===== config.mk =====
export PLATFORM = sky130hd
export DESIGN_NAME = vga_pattern_gen_flat
export DESIGN_NICKNAME = d
export VERILOG_FILES = /design/src/rtl/vga_pattern_gen_if.sv /design/src/rtl/vga_pattern_gen.sv /design/src/flat_wrapper.sv
export SDC_FILE = /design/constraint.sdc
export NUM_CORES = 1
export LEC_CHECK = 0
export ABC_AREA = 1
export BUFFER_PORTS_ARGS = -buffer_cell sky130_fd_sc_hd__buf_2
export CORE_MARGIN = 1.5
export CORE_UTILIZATION = 45
export CTS_CLUSTER_DIAMETER = 50
export CTS_CLUSTER_SIZE = 16
export DETAILED_ROUTE_END_ITERATION = 6
export PLACE_DENSITY = 0.73
export SYNTH_ARGS = -nofsm -noshare
export SYNTH_HDL_FRONTEND = slang
export SYNTH_SLANG_ARGS = --single-unit

===== constraint.sdc =====
create_clock -name clk -period 9.5 [get_ports clk]
set_input_delay 0.475 -clock clk [delete_from_list [all_inputs] [get_ports clk]]
set_output_delay 0.475 -clock clk [all_outputs]
set_load 0.02 [all_outputs]

===== src/rtl/vga_pattern_gen_if.sv =====
// Pixel-stage bundle: timing-counter inputs, user controls and registered RGB/sync/mode outputs.
interface vga_pattern_gen_if;
  logic [10:0] hcount;
  logic [9:0]  vcount;
  logic        active_in;
  logic        hsync_in;
  logic        vsync_in;
  logic        mode_step;
  logic        force_white;
  logic        red_out;
  logic        green_out;
  logic        blue_out;
  logic        hsync_out;
  logic        vsync_out;
  logic [1:0]  mode;

  modport master (
    output hcount, vcount, active_in, hsync_in, vsync_in, mode_step, force_white,
    input  red_out, green_out, blue_out, hsync_out, vsync_out, mode
  );

  modport slave (
    input  hcount, vcount, active_in, hsync_in, vsync_in, mode_step, force_white,
    output red_out, green_out, blue_out, hsync_out, vsync_out, mode
  );
endinterface


===== src/rtl/vga_pattern_gen.sv =====
// VGA test-pattern colour stage: bars, checker, bouncing box and cycling solid colour,
// with mode changes deferred to the next frame boundary and sync delayed to match RGB.
module vga_pattern_gen #(
  parameter int unsigned H_ACTIVE  = 800,
  parameter int unsigned V_ACTIVE  = 600,
  parameter int unsigned BAR_W     = 100,
  parameter int unsigned BOX_SIZE  = 64,
  parameter int unsigned STEP      = 4,
  parameter int unsigned SOLID_DIV = 64
) (
  input logic               clk,
  input logic               rst_n,
  vga_pattern_gen_if.slave  vif
);

  localparam int unsigned XW = 11;
  localparam int unsigned YW = 10;
  localparam int unsigned FW = (SOLID_DIV > 1) ? $clog2(SOLID_DIV) : 1;

  localparam logic [XW-1:0] X_MAX   = XW'(H_ACTIVE - BOX_SIZE);
  localparam logic [YW-1:0] Y_MAX   = YW'(V_ACTIVE - BOX_SIZE);
  localparam logic [XW-1:0] X_STEP  = XW'(STEP);
  localparam logic [YW-1:0] Y_STEP  = YW'(STEP);
  localparam logic [XW-1:0] X_BOX   = XW'(BOX_SIZE);
  localparam logic [YW-1:0] Y_BOX   = YW'(BOX_SIZE);
  localparam logic [FW-1:0] CNT_TOP = FW'(SOLID_DIV - 1);

  typedef enum logic [1:0] {
    MODE_BARS  = 2'd0,
    MODE_CHECK = 2'd1,
    MODE_BOX   = 2'd2,
    MODE_SOLID = 2'd3
  } mode_e;

  mode_e         mode_q, mode_d;
  logic          pending_q, pending_d;
  logic          vs_q;
  logic [XW-1:0] box_x_q, box_x_d;
  logic [YW-1:0] box_y_q, box_y_d;
  logic          dx_neg_q, dx_neg_d;
  logic          dy_neg_q, dy_neg_d;
  logic [FW-1:0] frame_cnt_q, frame_cnt_d;
  logic [2:0]    solid_col_q, solid_col_d;
  logic [2:0]    rgb_q, rgb_d;
  logic          hs_out_q, vs_out_q;

  logic          frame_tick_c;
  logic [2:0]    bar_idx_c;
  logic          in_box_c;
  logic [2:0]    pattern_c;

  // Frame-rate state: mode application, box motion and solid-colour cycling.
  always_comb begin
    mode_d      = mode_q;
    pending_d   = pending_q | vif.mode_step;
    box_x_d     = box_x_q;
    box_y_d     = box_y_q;
    dx_neg_d    = dx_neg_q;
    dy_neg_d    = dy_neg_q;
    frame_cnt_d = frame_cnt_q;
    solid_col_d = solid_col_q;

    frame_tick_c = vif.vsync_in & ~vs_q;

    if (frame_tick_c) begin
      if (pending_q | vif.mode_step) begin
        mode_d = mode_e'(2'(mode_q + 2'd1));
      end
      pending_d = 1'b0;

      if (!dx_neg_q) begin
        if ((box_x_q + X_STEP) > X_MAX) begin
          box_x_d  = X_MAX;
          dx_neg_d = 1'b1;
        end else begin
          box_x_d = box_x_q + X_STEP;
        end
      end else if (box_x_q < X_STEP) begin
        box_x_d  = '0;
        dx_neg_d = 1'b0;
      end else begin
        box_x_d = box_x_q - X_STEP;
      end

      if (!dy_neg_q) begin
        if ((box_y_q + Y_STEP) > Y_MAX) begin
          box_y_d  = Y_MAX;
          dy_neg_d = 1'b1;
        end else begin
          box_y_d = box_y_q + Y_STEP;
        end
      end else if (box_y_q < Y_STEP) begin
        box_y_d  = '0;
        dy_neg_d = 1'b0;
      end else begin
        box_y_d = box_y_q - Y_STEP;
      end

      // Solid colour steps through 1..7, never black.
      if (frame_cnt_q == CNT_TOP) begin
        frame_cnt_d = '0;
        solid_col_d = (solid_col_q == 3'd7) ? 3'd1 : 3'(solid_col_q + 3'd1);
      end else begin
        frame_cnt_d = FW'(frame_cnt_q + FW'(1));
      end
    end
  end

  // Per-pixel colour from the current inputs and state.
  always_comb begin
    bar_idx_c = 3'd0;
    for (int unsigned k = 1; k < 8; k++) begin
      if (vif.hcount >= XW'(k * BAR_W)) begin
        bar_idx_c = 3'(bar_idx_c + 3'd1);
      end
    end

    in_box_c = (vif.hcount >= box_x_q) && (vif.hcount < (box_x_q + X_BOX)) &&
               (vif.vcount >= box_y_q) && (vif.vcount < (box_y_q + Y_BOX));

    pattern_c = 3'b000;
    case (mode_q)
      MODE_BARS:  pattern_c = bar_idx_c;
      MODE_CHECK: pattern_c = (vif.hcount[5] ^ vif.vcount[5]) ? 3'b111 : 3'b000;
      MODE_BOX:   pattern_c = in_box_c ? 3'b111 : 3'b001;
      MODE_SOLID: pattern_c = solid_col_q;
      default:    pattern_c = 3'b000;
    endcase

    rgb_d = 3'b000;
    if (vif.active_in) begin
      rgb_d = vif.force_white ? 3'b111 : pattern_c;
    end
  end

  always_ff @(posedge clk) begin
    if (!rst_n) begin
      mode_q      <= MODE_BARS;
      pending_q   <= 1'b0;
      vs_q        <= 1'b0;
      box_x_q     <= '0;
      box_y_q     <= '0;
      dx_neg_q    <= 1'b0;
      dy_neg_q    <= 1'b0;
      frame_cnt_q <= '0;
      solid_col_q <= 3'b001;
      rgb_q       <= 3'b000;
      hs_out_q    <= 1'b0;
      vs_out_q    <= 1'b0;
    end else begin
      mode_q      <= mode_d;
      pending_q   <= pending_d;
      vs_q        <= vif.vsync_in;
      box_x_q     <= box_x_d;
      box_y_q     <= box_y_d;
      dx_neg_q    <= dx_neg_d;
      dy_neg_q    <= dy_neg_d;
      frame_cnt_q <= frame_cnt_d;
      solid_col_q <= solid_col_d;
      rgb_q       <= rgb_d;
      hs_out_q    <= vif.hsync_in;
      vs_out_q    <= vif.vsync_in;
    end
  end

  assign vif.red_out   = rgb_q[2];
  assign vif.green_out = rgb_q[1];
  assign vif.blue_out  = rgb_q[0];
  assign vif.hsync_out = hs_out_q;
  assign vif.vsync_out = vs_out_q;
  assign vif.mode      = mode_q;

endmodule


===== src/flat_wrapper.sv =====
// flat-port wrapper written by rule: the top's interface ports become plain ports
module vga_pattern_gen_flat 
#(
  parameter int unsigned H_ACTIVE  = 800,
  parameter int unsigned V_ACTIVE  = 600,
  parameter int unsigned BAR_W     = 100,
  parameter int unsigned BOX_SIZE  = 64,
  parameter int unsigned STEP      = 4,
  parameter int unsigned SOLID_DIV = 64
)
  (clk, rst_n, vif_hcount, vif_vcount, vif_active_in, vif_hsync_in, vif_vsync_in, vif_mode_step, vif_force_white, vif_red_out, vif_green_out, vif_blue_out, vif_hsync_out, vif_vsync_out, vif_mode);
  vga_pattern_gen_if vif_i ();
  input logic clk;
  input logic rst_n;
  input wire logic [$bits(vif_i.hcount)-1:0] vif_hcount;
  input wire logic [$bits(vif_i.vcount)-1:0] vif_vcount;
  input wire logic [$bits(vif_i.active_in)-1:0] vif_active_in;
  input wire logic [$bits(vif_i.hsync_in)-1:0] vif_hsync_in;
  input wire logic [$bits(vif_i.vsync_in)-1:0] vif_vsync_in;
  input wire logic [$bits(vif_i.mode_step)-1:0] vif_mode_step;
  input wire logic [$bits(vif_i.force_white)-1:0] vif_force_white;
  output wire logic [$bits(vif_i.red_out)-1:0] vif_red_out;
  output wire logic [$bits(vif_i.green_out)-1:0] vif_green_out;
  output wire logic [$bits(vif_i.blue_out)-1:0] vif_blue_out;
  output wire logic [$bits(vif_i.hsync_out)-1:0] vif_hsync_out;
  output wire logic [$bits(vif_i.vsync_out)-1:0] vif_vsync_out;
  output wire logic [$bits(vif_i.mode)-1:0] vif_mode;
  assign vif_i.hcount = vif_hcount;
  assign vif_i.vcount = vif_vcount;
  assign vif_i.active_in = vif_active_in;
  assign vif_i.hsync_in = vif_hsync_in;
  assign vif_i.vsync_in = vif_vsync_in;
  assign vif_i.mode_step = vif_mode_step;
  assign vif_i.force_white = vif_force_white;
  assign vif_red_out = vif_i.red_out;
  assign vif_green_out = vif_i.green_out;
  assign vif_blue_out = vif_i.blue_out;
  assign vif_hsync_out = vif_i.hsync_out;
  assign vif_vsync_out = vif_i.vsync_out;
  assign vif_mode = vif_i.mode;
  vga_pattern_gen #(.H_ACTIVE(H_ACTIVE), .V_ACTIVE(V_ACTIVE), .BAR_W(BAR_W), .BOX_SIZE(BOX_SIZE), .STEP(STEP), .SOLID_DIV(SOLID_DIV)) u_core (.clk(clk), .rst_n(rst_n), .vif(vif_i));
endmodule

==> results.toml <==
[route]
first_pass_iters = 6
drt-total-wl_mm = 7.86
drtIter0Drc = 189
drc_errors = 0
vias_per_cell = 5.28
ant_nets = 0
wl_per_cell_um = 12.2
vias = 3397

[synth]
yosysUniqueCellTypes = 42
synth_area_um2 = 3490
avgSynthCellArea_um2 = 6.75
ys_seq_elements = 36
netlist_instances = 518
syn_nets = 595
async_flop_share = 0
ys.flop_type = "dfxtp_1"
ys_warn_count = 0
synth-edff-count = 0
yosysSeqAreaShare = 0.206

[global_routing]
grt_pass1_vias = 3239
grt_max_degree = 24
globalRoute.totalOverflow = 0
antenna_found_initial = 0
grt_pass1_wl_mm = 14.0
grt_use_total = 0.200

[finish]
diodes = 0
ff_latch_area_um2 = 721
final_core_util = 0.518
fin_area_um2 = 3820
layout_commonest_cell = "nand2_1"
nNetsFinal = 620
final_cell_mix = "nand2_1 (87), inv_1 (74), nor2_1 (51)"
fill_cells = 726
syn_to_final_growth_pct = 9.20
final_cells = 643
multiInputGateArea_um2 = 2420
drive_gt1_frac = 0.123

[timing]
rsz0062_at_grt = "no"
fin_hold_ws_ns = 0.369
worst_pin_slew_ns = 0.807
finalCritPeriodShare = 0.427
timing.final.ws_setup_ns = 5.45
setup-violations-final = 0
skew_ns = 0.00374
relSlewSlack = 0.461
fin_setup_tns_ns = 0
hold_violations = 0
post-route-min-period_ns = 4.05
final-max-slew-violation-count = 0
max_freq_mhz = 247

[hold_path]
hold_path_startpoint = "vif_hsync_in"
hold-path-endpoint = "u_core.vif.hsync_out"
hold_path_class = "primary input to register"
min_path_cells = 3

[cts]
postCtsSetupBuffers = 0
cts.sinks = 36
cts_root_buf = "clkbuf_8"
h-tree-depth = 2
cts_buffer_depth = 2
postCtsResizedCells = 0
clk_pin_slew_ns = 0.08
cts_hold_buf = 0
clkLatencyLatePin_ns = 0.29
cts_tree = "done"
cts_inserted_buffers = 5

[power_and_ir_drop]
combPwrFrac = 0.369
power.leakage_nw = 1.87
max-vdd-ir-drop_uv = 85.1
sw_frac_of_total = 0.387
pwr-share-clk = 0.258
p_int_uw = 287
switching_power_uw = 181
power_uw = 468
p_per_area_nw_per_um2 = 123
seqPwrFrac = 0.374

[status]
status = "finished, final reports clean"

[floorplanning]
dieArea_um2 = 8300
io_pins = 35
start_util = 0.474
die_h_um = 91.1
die_width_um = 91.1
row_count = 31
core_area_um2 = 7370

[worst_setup_path]
reg2reg_slack_ns = 7.06
reg2regPathDepth = 7
crit_type = "primary input to register"
crit_path_end_kind = "register"
cp_slowest_cell = "o311ai_0"
arrival_ns = 4.27
required_ns = 9.72
cp-start-kind = "primary input"
worstReg2RegEnd = "u_core.frame_cnt_q[0]"
cp_slowest_stage_delay_ns = 0.51
path_max_fanout = 6
r2r_start = "u_core.vs_q"

[placement]
dpl_cell_area_um2 = 3720
port_buffers = 30
gp_congestion = 0.868
pre_cts_ws_ns = 5.19
place_hpwl_mm = 6.30
dp.cells = 635

[flow_run]
drv_cap = 0
==> sequential cells by signal, summed over array words and instances, names as in the netlist <==
name / count
u_core.box_x_q: 9
u_core.box_y_q: 8
u_core.frame_cnt_q: 6
u_core.rgb_q: 3
u_core.solid_col_q: 3
u_core.vif.mode: 2
u_core.dx_neg_q: 1
u_core.dy_neg_q: 1
u_core.pending_q: 1
u_core.vif.hsync_out: 1
u_core.vs_q: 1
==> power by group through the flow <==
stage	clock network, mW	registers, mW	logic, mW
final	0.121	0.175	0.173
after global routing	0.131	0.177	0.200
after CTS	0.122	0.175	0.173
after detailed placement	0	0.178	0.172
after global placement	0	0.178	0.167
after floorplan	0	0.175	0.134
==> cell usage after synthesis (8+ instances only) <==
cell      number  area share
nand2_1       87       0.093
inv_1         74       0.079
nor2_1        51       0.055
ha_1          49        0.18
a21oi_1       48       0.069
dfxtp_1       36        0.21
nand3_1       28       0.040
xor2_1        25       0.063
o21ai_0       23       0.033
nand2_2       11       0.020
nand4_1        9       0.016
clkbuf_1       8      0.0086
nor3_1         8       0.011
==> critical path: cells and delay by family <==
family | cells | cell delay (ns)
AOI/OAI and AO/OA | 2 | 0.65
xor gates and xnor gates | 2 | 0.37
and+or+nand+nor | 12 | 1.19
buffers and inverters | 7 | 0.60
adders and majority gates | 4 | 0.99
==> kinds of logic (layout without fill, tap and decap cells) <==
logic type | after synthesis | after routing | share of synthesized area
XOR/XNOR | 28 | 28 | 0.0702
AND/OR/NAND/NOR | 214 | 214 | 0.283
AO/OA/AOI/OAI | 100 | 100 | 0.164
flip-flops | 36 | 36 | 0.206
buffers and inverters | 91 | 117 | 0.101
adder cells (fa/ha/maj) | 49 | 49 | 0.175
==> metal layers <==
layer | share of wire | track usage | vias to the layer above | wire length (um)
met5 | 0 | 0 | - | 0
met4 | 0.019 | 0.0638 | 0 | 153
met3 | 0.040 | 0.0318 | 16 | 318
met2 | 0.47 | 0.341 | 67 | 3700
met1 | 0.47 | 0.256 | 1551 | 3690
li1 | - | - | 1763 | -
==> worst max path at each step <==
stage | startpoint | end | slack [ns]
final | vif_hcount[3] | u_core.rgb_q[2] | 5.45
after global routing | vif_hcount[3] | u_core.rgb_q[2] | 5.20
after CTS | vif_hcount[3] | u_core.rgb_q[2] | 5.50
after detailed placement | vif_hcount[3] | u_core.rgb_q[2] | 5.19
after global placement | vif_hcount[3] | u_core.rgb_q[2] | 5.38
after floorplan | vif_hcount[9] | u_core.rgb_q[2] | 5.82
==> layout make-up <==
class                      count  share of cell area
timing repair buffer          30              0.0393
tap                           99              0.0325
sequential                    36               0.189
multi-input combinational    391               0.634
clock buffer                   6              0.0216
inverter                      79              0.0797
clock inverter                 2             0.00361
(Power assumes the default switching activity.)
